--- src/rtl/lsu_mem_ctrl.sv ---
// Load/store controller between the MEM stage and a word-indexed RAM backend.
// One transaction in flight: accept -> (optional read wait) -> response handshake.
//
// state   | meaning
// IDLE    | ready for a request; strobes issued combinationally on accept
// RD_WAIT | load issued, counting down backend read latency
// RESP    | response presented, held until rsp_ready
module lsu_mem_ctrl #(
  parameter int              DATA_W    = 64,
  parameter int              ADDR_W    = 64,
  parameter logic [ADDR_W-1:0] BASE_ADDR = ADDR_W'(64'h8000_0000),
  parameter int              RD_LAT    = 1
) (
  input  logic              clk,
  input  logic              rst,
  input  logic              req_valid,
  output logic              req_ready,
  input  logic              req_we,
  input  logic [1:0]        req_size,
  input  logic              req_signed,
  input  logic [ADDR_W-1:0] req_addr,
  input  logic [DATA_W-1:0] req_wdata,
  output logic              rsp_valid,
  input  logic              rsp_ready,
  output logic [DATA_W-1:0] rsp_rdata,
  output logic              rsp_err,
  output logic              mem_ren,
  output logic              mem_wen,
  output logic [ADDR_W-1:0] mem_idx,
  output logic [DATA_W-1:0] mem_wmask,
  output logic [DATA_W-1:0] mem_wdata,
  input  logic [DATA_W-1:0] mem_rdata
);

  localparam int NB    = DATA_W / 8;
  localparam int OFF_W = $clog2(NB);
  localparam logic [1:0] CNT_INIT = 2'(RD_LAT - 1);

  typedef enum logic [1:0] {IDLE, RD_WAIT, RESP} state_e;

  state_e            state_q, state_d;
  logic [1:0]        cnt_q;
  logic [OFF_W-1:0]  off_q;
  logic [1:0]        size_q;
  logic              sgn_q;
  logic [DATA_W-1:0] rdata_q;
  logic              err_q;

  logic              accept;
  logic [OFF_W-1:0]  req_off;
  logic              align_err;
  logic              size_err;
  logic              req_err;
  logic [DATA_W-1:0] req_mask;
  logic [DATA_W-1:0] ld_sh;
  logic [DATA_W-1:0] ld_mask;
  logic [DATA_W-1:0] ld_top;
  logic              ld_neg;
  logic [DATA_W-1:0] ld_ext;

  // Low (8<<sz) bits set: the byte span of an access of the given size.
  function automatic logic [DATA_W-1:0] size_mask(input logic [1:0] sz);
    logic [DATA_W-1:0] m;
    for (int i = 0; i < DATA_W; i++) m[i] = (i < (8 << sz));
    return m;
  endfunction

  // Request decode: lane offset, alignment and size legality.
  always_comb begin
    req_off   = req_addr[OFF_W-1:0];
    unique case (req_size)
      2'd0:    align_err = 1'b0;
      2'd1:    align_err = req_addr[0];
      2'd2:    align_err = |req_addr[1:0];
      default: align_err = |req_addr[2:0];
    endcase
    size_err  = (req_size == 2'd3) && (DATA_W == 32);
    req_err   = align_err || size_err;
    req_mask  = size_mask(req_size);
    // Reset gates acceptance so no strobe leaks out while rst is low.
    accept    = req_valid && req_ready && rst;
  end

  // Load extraction: shift lane down, truncate to size, extend by top bit.
  always_comb begin
    ld_sh   = mem_rdata >> {off_q, 3'b000};
    ld_mask = size_mask(size_q);
    ld_top  = ld_mask ^ (ld_mask >> 1);
    ld_neg  = sgn_q && (|(ld_sh & ld_top));
    ld_ext  = ld_neg ? (ld_sh | ~ld_mask) : (ld_sh & ld_mask);
  end

  // State register.
  always_ff @(posedge clk or negedge rst) begin
    if (!rst) state_q <= IDLE;
    else      state_q <= state_d;
  end

  // Next-state logic.
  always_comb begin
    state_d = state_q;
    unique case (state_q)
      IDLE: begin
        if (accept) state_d = (req_err || req_we) ? RESP : RD_WAIT;
      end
      RD_WAIT: begin
        if (cnt_q == 2'd0) state_d = RESP;
      end
      RESP: begin
        if (rsp_ready) state_d = IDLE;
      end
      default: state_d = IDLE;
    endcase
  end

  // Outputs: handshakes from state, backend strobes only in an aligned accept cycle.
  always_comb begin
    req_ready = (state_q == IDLE);
    rsp_valid = (state_q == RESP);
    mem_ren   = 1'b0;
    mem_wen   = 1'b0;
    mem_idx   = '0;
    mem_wmask = '0;
    mem_wdata = '0;
    if (accept && !req_err) begin
      mem_idx = (req_addr - BASE_ADDR) >> OFF_W;
      if (req_we) begin
        mem_wen   = 1'b1;
        mem_wmask = req_mask << {req_off, 3'b000};
        mem_wdata = (req_wdata & req_mask) << {req_off, 3'b000};
      end else begin
        mem_ren = 1'b1;
      end
    end
  end

  // Transaction context, latency counter and response registers.
  always_ff @(posedge clk or negedge rst) begin
    if (!rst) begin
      cnt_q   <= '0;
      off_q   <= '0;
      size_q  <= '0;
      sgn_q   <= 1'b0;
      rdata_q <= '0;
      err_q   <= 1'b0;
    end else begin
      if (accept) begin
        off_q  <= req_off;
        size_q <= req_size;
        sgn_q  <= req_signed;
        cnt_q  <= CNT_INIT;
        if (req_err || req_we) begin
          rdata_q <= '0;
          err_q   <= req_err;
        end
      end
      if (state_q == RD_WAIT) begin
        if (cnt_q == 2'd0) begin
          rdata_q <= ld_ext;
          err_q   <= 1'b0;
        end else begin
          cnt_q <= cnt_q - 2'd1;
        end
      end
    end
  end

  assign rsp_rdata = rdata_q;
  assign rsp_err   = err_q;

endmodule

--- config.mk ---
export PLATFORM = sky130hd
export DESIGN_NAME = lsu_mem_ctrl
export DESIGN_NICKNAME = d
export VERILOG_FILES = /design/src/rtl/lsu_mem_ctrl.sv
export SDC_FILE = /design/constraint.sdc
export NUM_CORES = 1
export LEC_CHECK = 0
export CAP_MARGIN = 40
export CORE_AREA = 3 3 176 178
export CTS_CLUSTER_DIAMETER = 60
export DETAILED_ROUTE_END_ITERATION = 7
export DIE_AREA = 0 0 179 181
export PLACE_DENSITY = 0.62
export SYNTH_ARGS = -nofsm -noshare
export SYNTH_HDL_FRONTEND = slang
export SYNTH_SLANG_ARGS = --single-unit
export TNS_END_PERCENT = 100
--- constraint.sdc ---
create_clock -name clk -period 4 [get_ports clk]
set_input_delay 0.6 -clock clk [delete_from_list [all_inputs] [get_ports clk]]
set_output_delay 0.6 -clock clk [all_outputs]
set_load 0.01 [all_outputs]
==> metrics.log, run 1 <==
[metrics] Hold Vio Cnt, Final: 0
[metrics] width of the die: 179 um
[metrics] worst slew margin relative to its limit: 40.9%
[metrics] sink count of the clock tree: 75
[metrics] area fraction in and, or, nand and nor cells after synthesis: 22.4%
[metrics] commonest non-fill, non-tap cell in the layout: sky130_fd_sc_hd__clkdlybuf4s50_1
[metrics] switching share of power: 37.0%
[metrics] Fin Clk Skew: 0.00710 ns
[metrics] Total Power: 4.02 mW
[metrics] share of synthesized area spent on multiplexers: 18.8%
[metrics] dominant combinational cell family by area after synthesis: compound AO/OA/AOI/OAI gates
[metrics] Warnings, synthesis: 0
[metrics] number of distinct library cells after synthesis: 67
[metrics] H-tree Lvls: 3
[metrics] CTS tree: built
[metrics] # rows: 63
[metrics] largest area contributor in the netlist: sky130_fd_sc_hd__dfrtp_1
[metrics] Remaining Overflow, GRT: 0
[metrics] result of the run: finished clean
[metrics] Internal Pwr Total: 2.53 mW
[metrics] worst hold slack: 0.0881 ns
[metrics] cell area power density: 299 nW/um2
[metrics] cell seen most often among critical-path stages: sky130_fd_sc_hd__clkdlybuf4s50_1
[metrics] total half-perimeter wirelength after legalization and detailed placement: 30,600 um
[metrics] total global routing track utilization: 23.0%
[metrics] antenna violations before repair: 7
[metrics] sequential-to-total area share from yosys stat: 22.8%
[metrics] Worst Tran Pin Value: 0.885 ns
[metrics] Syn Std Cell Area: 8230 um2
[metrics] Via-to-Cell Ratio: 5.35
[metrics] kind of cell with the highest combined delay on the critical path: simple AND/OR/NAND/NOR gates
[metrics] arrival time of data at the critical path endpoint: 3.34 ns
[metrics] port bufs: 457
[metrics] type of element launching the critical path: input pin
[metrics] count of TritonRoute iterations in the first routing pass: 5
[metrics] cell with the largest stage delay on the worst path: sky130_fd_sc_hd__or4_4
[metrics] post-synthesis compound-gate area fraction: 23.2%
[metrics] Final Slew Violations: 0
[metrics] number of enable-type register cells in the synthesized netlist: 0
[metrics] flip-flop and latch count after synthesis: 75
[metrics] Worst VDD drop: 0.239 mV
[metrics] routed length per placed instance: 21.9 um
[metrics] switching power: 1.49 mW
[metrics] max-cap check violation count: 0
[metrics] post-synthesis average cell area: 8.16 um2
[metrics] clock transition at the registers of the reported paths: 0.06 ns
[metrics] Placed Cells: 1,770
[metrics] Logic pwr share: 50.1%
[metrics] share of cells above drive strength 1: 12.7%
[metrics] starting density of the core: 27.8%
[metrics] path category of the worst min-delay check: input pin to async pin
[metrics] Max stage delay on crit path: 0.60 ns
[metrics] leakage component of the power: 5.15 nW
[metrics] largest fanout on the critical path: 4
[metrics] synthesized netlist cell count: 1,009
[metrics] Num CTS Buffers: 9
[metrics] largest net degree at the start of global routing: 93
[metrics] category of the critical setup timing path: input pin to output pin
[metrics] relative contribution of the clock network to total power: 22.6%
[metrics] vias post-DR: 9,573
[metrics] highest-count cells in the layout ignoring fill and taps: sky130_fd_sc_hd__clkdlybuf4s50_1 (451), sky130_fd_sc_hd__nor2_1 (114), sky130_fd_sc_hd__nand2_1 (101)
[metrics] first-iteration detailed-routing DRC count: 663
[metrics] proportion of netlist area held by the largest area contributor: 22.8%
[metrics] number of hold-repair buffers added at the cts stage: 0
[metrics] count of unresolved DRC violations after routing: 0
[metrics] critical path cell sequence: clkdlybuf4s50_1 -> or4_4 -> nor4_4 -> buf_4 -> nand3_2 -> or4_1 -> nand2_1 -> clkdlybuf4s50_1
[metrics] share of power burned in registers: 27.3%
[metrics] Core Box Area: 29,600 um2
[metrics] top_reg_cell synth: sky130_fd_sc_hd__dfrtp_1
[metrics] Final ANT Viol Nets: 0
[metrics] buffers from clock root to sink, at most: 2
[metrics] buffering stage count on the worst path with inverters included: 3
[metrics] Area contributors post-synth: sky130_fd_sc_hd__dfrtp_1 (23%), sky130_fd_sc_hd__mux4_2 (11%), sky130_fd_sc_hd__nor2_1 (5.3%)
[metrics] Layout Cells excl Fill: 1,791
[metrics] Critical Path RT: 3.40 ns
[metrics] xor-xnor portion of the synthesized cell area: 2.55%
[metrics] Design Area, Final: 13,400 um2
[metrics] number of global-route vias before repair: 9,559
[metrics] adder and majority gate portion of the synthesized area: 0.304%
[metrics] buffer type at the clock tree root: sky130_fd_sc_hd__clkbuf_16
[metrics] drt total wl: 39,200 um
[metrics] routability-driven placement congestion ratio: 0.935
[metrics] final period demand of the worst path: 3.94 ns
[metrics] number of filler instances in the final layout: 2,903
[metrics] first-pass GRT wire length: 58,300 um
[metrics] endpoint type of the worst setup path: output pin
[metrics] Layout area overhead: 63.3%
[metrics] final setup violation count: 0
[metrics] Post-Route Utilization: 45.5%
[metrics] share of synthesized flip-flops with an asynchronous set or reset: 100%
[metrics] area of the die: 32,400 um2
[metrics] part of the cycle the worst path needs: 98.6%
[metrics] placed inst area: 13,100 um2
[metrics] # IOs: 461
[metrics] Die Height: 181 um
[metrics] highest clock frequency the design can meet: 254 MHz
[metrics] later-pin clock latency in the skew report: 0.34 ns
[metrics] Final nets: 1,594
[sequential cells by signal, indices dropped and copies added (netlist names)]
| register | count |
|---|---|
| cnt_q | 2 |
| sgn_q | 1 |
| off_q | 3 |
| state_q | 2 |
| size_q | 2 |
| rsp_rdata | 64 |
| rsp_err | 1 |
[what timing repair did]
action | 4_1_cts | 5_1_grt
setup endpoints to repair | 0 | 25
resized for setup | 0 | 9
setup buffers | 0 | 1
[power by group through the flow]
stage / clock network, mW / registers (mW) / logic, mW
after global placement: 0 / 1.11 / 2.00
after floorplan: 0 / 1.06 / 1.12
after CTS: 0.920 / 1.10 / 2.01
after detailed placement: 0 / 1.11 / 2.00
after global routing: 0.948 / 1.12 / 2.17
final: 0.908 / 1.10 / 2.02
[routing by layer]
metal  share of wire, %  track usage, %  routed length (um)  vias to the layer above
li1                   -               -                   -                     4417
met1                 41            29.1               15900                     4580
met2                 47            38.4               18600                      502
met3                9.2            5.82                3590                       68
met4                2.8            6.89                1090                        6
met5              0.094               0                  37                        -
[through the flow]
step	setup TNS [ns]	setup WS [ns]
after floorplan	0	0.537
after detailed placement	0	0.0487
after global routing	-0.00104	-0.00104
after global placement	0	0.0592
after CTS	0	0.0278
final	0	0.0559
[worst paths after layout]
check	start	to	slack, ns	cells after the start
worst max-delay path	req_addr[50]	mem_idx[55]	0.06	8
worst min-delay path	rst	rsp_rdata[50]	0.09	1
worst max register to register	off_q[0]	rsp_rdata[49]	1.15	6
worst min register to register	rsp_rdata[10]	rsp_rdata[10]	0.49	1
max in group asynchronous	rst	off_q[1]	3.13	3
min in group clk	rsp_rdata[10]	rsp_rdata[10]	0.49	1
[cells in the mapped netlist (4+ instances only)]
cell and instances:
sky130_fd_sc_hd__nand4_1 5, sky130_fd_sc_hd__a221o_1 16, sky130_fd_sc_hd__xnor2_1 14, sky130_fd_sc_hd__nor2_1 116
sky130_fd_sc_hd__buf_4 52, sky130_fd_sc_hd__a21o_1 6, sky130_fd_sc_hd__a2bb2oi_1 6, sky130_fd_sc_hd__nand3_1 24
sky130_fd_sc_hd__buf_1 15, sky130_fd_sc_hd__and2_1 39, sky130_fd_sc_hd__xor2_1 10, sky130_fd_sc_hd__or4_1 6
sky130_fd_sc_hd__dfrtp_1 75, sky130_fd_sc_hd__nand2_1 101, sky130_fd_sc_hd__mux2_2 34, sky130_fd_sc_hd__mux2i_1 27
sky130_fd_sc_hd__or2_2 4, sky130_fd_sc_hd__nor2b_1 16, sky130_fd_sc_hd__nand2b_1 9, sky130_fd_sc_hd__mux4_2 39
sky130_fd_sc_hd__o21ai_0 78, sky130_fd_sc_hd__a211oi_1 23, sky130_fd_sc_hd__clkbuf_1 65, sky130_fd_sc_hd__o31ai_1 5
sky130_fd_sc_hd__a32oi_1 8, sky130_fd_sc_hd__a22oi_1 50, sky130_fd_sc_hd__or3_1 6, sky130_fd_sc_hd__a211o_1 9
sky130_fd_sc_hd__nor3_1 16, sky130_fd_sc_hd__a21oi_1 23, sky130_fd_sc_hd__buf_2 10, sky130_fd_sc_hd__o21a_1 17
sky130_fd_sc_hd__nand3b_1 10, sky130_fd_sc_hd__inv_1 12, sky130_fd_sc_hd__o22a_1 7, sky130_fd_sc_hd__a22o_1 8
[area by class of cell]
type | instances | area, um2 | share of cell area (%)
diodes | 4 | 10.0 | 0.0745
clock buffers | 10 | 239 | 1.78
clock inverters | 6 | 86.3 | 0.643
inverters | 14 | 52.6 | 0.391
multi-input cells | 778 | 5620 | 41.8
flip-flops and latches | 75 | 1880 | 14.0
well taps | 390 | 488 | 3.63
repair buffers | 514 | 5060 | 37.7
[cells by family (layout without fill, tap and decap cells)]
family / count (synthesis) / after routing
compound gates: 274 / 274
xor+xnor: 24 / 24
fa+ha+maj: 2 / 2
buf+inv: 158 / 544
flops: 75 / 75
mux: 101 / 101
other cells: 1 / 7
simple gates: 374 / 374
No activity file was read; power rests on OpenSTA's default activity.
==> run 2: changes to the inputs <==
Settings changed: SLEW_MARGIN set to 15.
==> run 2 against run 1 <==
  * Non-clock buffer count rose by 4
  * Power fell by 1.6%
  * Clock power fell by 9.5%
  * Core utilization rose by 0.14 points
  * Setup slack improved by 0.035 ns
  * Cell count rose by 0.50%
  * Hold slack improved by 0.0016 ns
  * Count of clock-buffer cells in the layout did not move
  * Design area rose by 0.30%
  * Flip-flop and latch count did not move
  * Critical endpoint is now mem_idx[52]
  * Largest power group unchanged
==> metrics.log, run 2 (synthesized netlist as in run 1, its figures left out) <==
[metrics] count of unresolved DRC violations after routing: 0 (unchanged)
[metrics] Worst Tran Pin Value: 0.853 ns (-0.0321 ns)
[metrics] Final nets: 1,598 (+0.25%)
[metrics] met3 layer usage reported by global route: 6.28% (+0.46 points)
[metrics] capturing point of the worst reg2reg path: rsp_rdata[20]
[metrics] CTS tree: built
[metrics] Total Power: 3.96 mW (-1.6%)
[metrics] number of flip-flops in the largest register: 64 (unchanged)
[metrics] Final Slew Violations: 0 (unchanged)
[metrics] buffers from clock root to sink, at most: 2 (unchanged)
[metrics] most utilized layer in the global route result: met2
[metrics] type of element launching the critical path: input pin
[metrics] Final ANT Viol Nets: 0 (unchanged)
[metrics] Num CTS Buffers: 9 (unchanged)
[metrics] routed length per placed instance: 21.7 um (-0.82%)
[metrics] reg-to-reg startpoint: off_q[1]
[metrics] area of the die: 32,400 um2 (unchanged)
[metrics] share of cells above drive strength 1: 12.8% (+0.18 points)
[metrics] cell with the largest stage delay on the worst path: sky130_fd_sc_hd__or4_4
[metrics] arrival time of data at the critical path endpoint: 3.31 ns (-0.03 ns)
[metrics] endpoint type of the worst setup path: output pin
[metrics] Worst VDD drop: 0.208 mV (-13%)
[metrics] met1 track utilization from global routing: 28.8% (-0.35 points)
[metrics] share of power burned in registers: 27.0% (-0.3 points)
[metrics] worst reg2reg setup slack: 1.30 ns (+0.15 ns)
[metrics] clock transition at the registers of the reported paths: 0.06 ns (about the same)
[metrics] H-tree Lvls: 3 (unchanged)
[metrics] switching share of power: 37.6% (+0.56 points)
[metrics] part of the cycle the worst path needs: 97.7% (-0.89 points)
[metrics] buffer type at the clock tree root: sky130_fd_sc_hd__clkbuf_16
[metrics] final period demand of the worst path: 3.91 ns (-0.0354 ns)
[metrics] cell depth of the worst flop-to-flop path: 6 (unchanged)
[metrics] leakage component of the power: 5.16 nW (+0.18%)
[metrics] drt total wl: 39,000 um (-0.32%)
[metrics] later-pin clock latency in the skew report: 0.34 ns (about the same)
[metrics] result of the run: finished clean
[metrics] critical path cell sequence: clkdlybuf4s50_1 -> or4_4 -> nor4_4 -> nand3_2 -> buf_4 -> or4_1 -> nand2_1 -> clkdlybuf4s50_1
[metrics] Die Height: 181 um (unchanged)
[metrics] Core Box Area: 29,600 um2 (unchanged)
[metrics] Critical Path RT: 3.40 ns (about the same)
[metrics] critical path startpoint: req_addr[50]
[metrics] worst slew margin relative to its limit: 43.0% (+2.2 points)
[metrics] largest net degree at the start of global routing: 93 (unchanged)
[metrics] highest-count cells in the layout ignoring fill and taps: sky130_fd_sc_hd__clkdlybuf4s50_1 (451), sky130_fd_sc_hd__nor2_1 (114), sky130_fd_sc_hd__nand2_1 (101)
[metrics] Remaining Overflow, GRT: 0 (unchanged)
[metrics] cell area power density: 294 nW/um2 (-1.9%)
[metrics] first-pass GRT wire length: 58,000 um (-0.40%)
[metrics] critical path capture point: mem_idx[52]
[metrics] total half-perimeter wirelength after legalization and detailed placement: 30,700 um (+0.28%)
[metrics] starting density of the core: 27.8% (unchanged)
[metrics] port bufs: 457 (unchanged)
[metrics] Logic pwr share: 52.2% (+2.1 points)
[metrics] antenna violations before repair: 11 (+4)
[metrics] width of the die: 179 um (unchanged)
[metrics] path category of the worst min-delay check: input pin to async pin
[metrics] max-cap check violation count: 0 (unchanged)
[metrics] number of global-route vias before repair: 9,509 (-0.52%)
[metrics] Fin Clk Skew: 0.00715 ns (+0.0000530 ns)
[metrics] final setup violation count: 0 (unchanged)
[metrics] global routing usage on met2: 38.1% (-0.27 points)
[metrics] total global routing track utilization: 23.0% (-0.023 points)
[metrics] cell seen most often among critical-path stages: sky130_fd_sc_hd__clkdlybuf4s50_1
[metrics] Hold Vio Cnt, Final: 0 (unchanged)
[metrics] # IOs: 461 (unchanged)
[metrics] largest fanout on the critical path: 5 (+1)
[metrics] routability-driven placement congestion ratio: 0.935 (unchanged)
[metrics] commonest non-fill, non-tap cell in the layout: sky130_fd_sc_hd__clkdlybuf4s50_1
[metrics] Via-to-Cell Ratio: 5.31 (-0.59%)
[metrics] highest clock frequency the design can meet: 256 MHz (+0.91%)
[metrics] switching power: 1.49 mW (-0.14%)
[metrics] category of the critical setup timing path: input pin to output pin
[metrics] # rows: 63 (unchanged)
[metrics] Layout area overhead: 63.8%
[metrics] vias post-DR: 9,564 (-0.094%)
[metrics] first-iteration detailed-routing DRC count: 766 (+16%)
[metrics] final setup TNS: 0 ns (unchanged)
[metrics] Max stage delay on crit path: 0.60 ns (about the same)
[metrics] Internal Pwr Total: 2.47 mW (-2.5%)
[metrics] Placed Cells: 1,770 (unchanged)
[metrics] count of TritonRoute iterations in the first routing pass: 5 (unchanged)
[metrics] sink count of the clock tree: 75 (unchanged)
[metrics] unrepaired setup endpoints after global routing: no
[metrics] Layout Cells excl Fill: 1,800 (+0.50%)
[metrics] relative contribution of the clock network to total power: 20.8% (-1.8 points)
[run 2: changes by cell type in the layout (fill, tap and decap cells not counted), sizes merged]
| cell | delta |
|---|---|
| buf | +4 |
| bufinv | -1 |
| clkinvlp | +1 |
| diode | +5 |
[run 2: what timing repair did]
action	4_1_cts	5_1_grt
gates resized for setup	0	8
hold buffers	0	0
buffers inserted	0	3
setup endpoints to repair	0	18
[run 2: critical path: cells and delay by family]
family,cells,cell delay [ns]
and+or+nand+nor,5,1.53
buffers and inverters,3,1.17
[run 2: per-stage QoR]
| stage | cell area (um2) | setup WS [ns] | utilization (%) | hold WS [ns] |
|---|---|---|---|---|
| finish | 13500 | 0.0913 | 45.6 | 0.0897 |
| global route | 13500 | 0.00253 | 45.6 | 0.0952 |
| CTS | 13400 | 0.0192 | 45.2 | 0.0847 |
| detailed placement | 13100 | 0.0416 | 44.2 | 0.450 |
| global placement | 13000 | 0.0592 | 44.1 | 0.449 |
| floorplan | 8240 | 0.537 | - | 0.304 |
[run 2: power by group through the flow]
stage | Clock, mW | Sequential, mW | Combinational (mW)
floorplan | 0 | 1.06 | 1.12
global placement | 0 | 1.11 | 2.00
detailed placement | 0 | 1.11 | 2.00
CTS | 0.841 | 1.10 | 2.02
global route | 0.873 | 1.09 | 2.23
finish | 0.822 | 1.07 | 2.07
[run 2: worst min-delay path by stage]
stage | startpoint | end | slack (ns) | cells after the start
2_1_floorplan | rst | cnt_q[0] | 0.30 | 0
3_3_place_gp | rst | rsp_rdata[52] | 0.45 | 1
3_5_place_dp | rst | rsp_rdata[50] | 0.45 | 1
4_1_cts | rst | rsp_rdata[50] | 0.08 | 1
5_1_grt | rst | rsp_rdata[52] | 0.1 | 1
6_report | rst | rsp_rdata[50] | 0.09 | 1
[run 2: layer usage]
layer  up-vias  wire (um)
li1       4438          -
met1      4591      15600
met2       466      18700
met3        65       3610
met4         4       1050
met5         -         26
[run 2: cell type report]
cell class,count,area (um2)
antenna,9,22.5
clock buffer,10,229
clock inverter,6,63.8
fill,2956,16100
inverter,14,52.6
multi-input combinational,778,5620
sequential,75,1880
tap,390,488
timing repair buffer,518,5120
==> run 3: changes to the inputs <==
Settings changed: CORE_AREA 3 3 176 178 to 3 3 180 182, DIE_AREA 0 0 179 181 to 0 0 183 185, SLEW_MARGIN 15 to unset.
Clock period 4 ns to 3.35 ns, I/O delays scaled along.
==> run 3 against run 2 <==
  * Clock skew is 0.0016 ns lower
  * Setup slack worse by 0.062 ns
  * Clock power grew 30%
  * Routed wire length rose by 8.3%
  * Flip-flop and latch count did not move
  * Design area rose by 6.1%
  * Global-route usage is 0.67 points higher
  * Non-clock buffer count up 93
  * Cell count grew 5.6%
  * Die area up 4.5%
  * Combinational power grew 26%
  * Count of clock-buffer cells in the layout down 1
  * Largest cell class is now non-clock buffers
==> metrics.log, run 3 (synthesized netlist as in run 1, its figures left out) <==
[metrics] result of the run: finished clean
[metrics] buffering stage count on the worst path with inverters included: 3 (unchanged)
[metrics] Logic pwr share: 52.7% (+0.5 points)
[metrics] total global routing track utilization: 23.6% (+0.67 points)
[metrics] final period demand of the worst path: 3.32 ns
[metrics] Fin Clk Skew: 0.00560 ns (-0.00155 ns)
[metrics] cell with the largest stage delay on the worst path: sky130_fd_sc_hd__or4_4
[metrics] count of unresolved DRC violations after routing: 0 (unchanged)
[metrics] final setup TNS: 0 ns (unchanged)
[metrics] share of power burned in registers: 25.6% (-1.4 points)
[metrics] drt total wl: 42,300 um (+8.3%)
[metrics] Die Height: 185 um (+2.2%)
[metrics] H-tree Lvls: 3 (unchanged)
[metrics] number of flip-flops in the largest register: 64 (unchanged)
[metrics] largest net degree at the start of global routing: 48 (-48%)
[metrics] setup slack of the critical path after layout: 0.0295 ns (-0.0618 ns)
[metrics] leakage component of the power: 5.97 nW (+16%)
[metrics] commonest non-fill, non-tap cell in the layout: sky130_fd_sc_hd__clkdlybuf4s50_1
[metrics] # rows: 64 (+1.6%)
[metrics] total half-perimeter wirelength after legalization and detailed placement: 33,900 um (+10%)
[metrics] switching power: 1.86 mW (+25%)
[metrics] Internal Pwr Total: 3.09 mW (+25%)
[metrics] Final Slew Violations: 0 (unchanged)
[metrics] number of filler instances in the final layout: 3,013 (+1.9%)
[metrics] number of hold-repair buffers added at the cts stage: 0 (unchanged)
[metrics] first-iteration detailed-routing DRC count: 875 (+14%)
[metrics] area of the die: 33,900 um2 (+4.5%)
[metrics] highest clock frequency the design can meet: 301 MHz
[metrics] clock transition at the registers of the reported paths: 0.06 ns (about the same)
[metrics] path category of the worst min-delay check: input pin to async pin
[metrics] routed length per placed instance: 22.2 um (+2.5%)
[metrics] part of the cycle the worst path needs: 99.1%
[metrics] max-cap check violation count: 0 (unchanged)
[metrics] placed inst area: 13,800 um2 (+5.3%)
[metrics] relative contribution of the clock network to total power: 21.7% (+0.9 points)
[metrics] critical path cell sequence: clkdlybuf4s50_1 -> or4_4 -> nor4_4 -> nand3_2 -> buf_4 -> or3_1 -> a21oi_2 -> buf_2
[metrics] largest fanout on the critical path: 3 (-2)
[metrics] routability-driven placement congestion ratio: 0.989 (+5.8%)
[metrics] category of the critical setup timing path: input pin to output pin
[metrics] endpoint type of the worst setup path: output pin
[metrics] width of the die: 183 um (+2.2%)
[metrics] share of cells above drive strength 1: 19.9% (+7.1 points)
[metrics] # IOs: 461 (unchanged)
[metrics] setup slack at placement: -0.473 ns (-0.514 ns)
[metrics] CTS tree: built
[metrics] Total Power: 4.94 mW (+25%)
[metrics] cell area power density: 346 nW/um2 (+18%)
[metrics] number of global-route vias before repair: 9,809 (+3.2%)
[metrics] Design Area, Final: 14,300 um2 (+6.1%)
[metrics] sink count of the clock tree: 75 (unchanged)
[metrics] Hold Vio Cnt, Final: 0 (unchanged)
[metrics] Final nets: 1,691 (+5.8%)
[metrics] unrepaired setup endpoints after global routing: yes
[metrics] buffers from clock root to sink, at most: 2 (unchanged)
[metrics] worst hold slack: 0.291 ns (+0.201 ns)
[metrics] Final ANT Viol Nets: 0 (unchanged)
[metrics] type of element launching the critical path: input pin
[metrics] highest-count cells in the layout ignoring fill and taps: sky130_fd_sc_hd__clkdlybuf4s50_1 (406), sky130_fd_sc_hd__buf_4 (147), sky130_fd_sc_hd__nor2_1 (114)
[metrics] Worst Tran Pin Value: 0.733 ns (-0.120 ns)
[metrics] Core Box Area: 30,700 um2 (+4.0%)
[metrics] count of TritonRoute iterations in the first routing pass: 6 (+1)
[metrics] Layout area overhead: 73.8%
[metrics] worst slew margin relative to its limit: 50.9% (+7.9 points)
[metrics] Critical Path RT: 2.85 ns (-0.55 ns)
[metrics] final setup violation count: 0 (unchanged)
[metrics] first-pass GRT wire length: 61,500 um (+6.0%)
[metrics] Via-to-Cell Ratio: 5.31 (-0.11%)
[metrics] Multi-input gate area: 5720 um2 (+1.9%)
[metrics] antenna violations before repair: 13 (+2)
[metrics] port bufs: 457 (unchanged)
[metrics] later-pin clock latency in the skew report: 0.35 ns (about the same)
[metrics] vias post-DR: 10,100 (+5.5%)
[metrics] starting density of the core: 26.8% (-1.1 points)
[metrics] arrival time of data at the critical path endpoint: 2.82 ns (-0.49 ns)
[metrics] combined flip-flop and latch cell area: 1880 um2 (about the same)
[metrics] buffer type at the clock tree root: sky130_fd_sc_hd__clkbuf_16
[metrics] Num CTS Buffers: 9 (unchanged)
[metrics] kind of cell with the highest combined delay on the critical path: simple AND/OR/NAND/NOR gates
[metrics] Remaining Overflow, GRT: 0 (unchanged)
[metrics] Worst VDD drop: 0.246 mV (+18%)
[metrics] switching share of power: 37.5% (-0.044 points)
[metrics] Max stage delay on crit path: 0.58 ns (-0.02 ns)
## run 3: cell count changes in the layout (fill, tap and decap cells not counted), moves of 3 or more
cell	previous run	this run
sky130_fd_sc_hd__buf_4	56	147
sky130_fd_sc_hd__buf_6	0	4
sky130_fd_sc_hd__clkbuf_2	0	5
sky130_fd_sc_hd__clkdlybuf4s50_1	451	406
sky130_fd_sc_hd__dlygate4sd2_1	0	27
sky130_fd_sc_hd__dlymetal6s2s_1	2	14
sky130_fd_sc_hd__o21ai_0	77	72
sky130_fd_sc_hd__o21ai_1	1	4
## run 3: layout make-up
class	count	area share [%]
timing repair buffer	611	40.5
tap	396	3.46
antenna	11	0.192
clock buffer	9	1.57
clock inverter	7	0.700
multi-input combinational	778	40.0
sequential	75	13.2
inverter	14	0.394
## run 3: path summary, 6_finish.rpt
| kind | startpoint | end | slack, ns | cells past startpoint |
|---|---|---|---|---|
| min in group clk | rsp_rdata[15] | rsp_rdata[15] | 0.50 | 1 |
| max in group asynchronous | rst | state_q[1] | 2.12 | 3 |
| worst min register to register | rsp_rdata[15] | rsp_rdata[15] | 0.50 | 1 |
| worst max-delay path | req_addr[42] | mem_idx[59] | 0.03 | 8 |
| worst max register to register | off_q[1] | rsp_rdata[18] | 0.78 | 6 |
| worst min-delay path | rst | rsp_rdata[19] | 0.29 | 2 |
## run 3: timing repair
action | CTS | global route
cloned | 0 | 1
resized for setup | 57 | 45
setup endpoints to repair | 76 | 115
pin swaps | 5 | 11
buffers inserted | 5 | 2
## run 3: layer usage
metal / GRT usage, % / vias up / wire length [um]
met5: 0 / - / 9
met4: 10.1 / 2 / 1640
met3: 5.99 / 71 / 3590
met2: 38.2 / 523 / 20100
met1: 30.2 / 4868 / 17000
li1: - / 4626 / -
## run 3: power groups by stage
stage	registers [mW]	clock network, mW	logic [mW]
finish	1.26	1.07	2.61
global route	1.29	1.14	2.79
CTS	1.26	1.09	2.59
detailed placement	1.28	0	2.58
global placement	1.30	0	2.52
floorplan	1.26	0	1.34
## run 3: through the flow
stage,utilization [%],instances
after floorplan,-,1011
after global placement,44.6,1865
after detailed placement,44.7,1866
after CTS,46.0,1887
after global routing,46.5,1901
final,46.5,1901
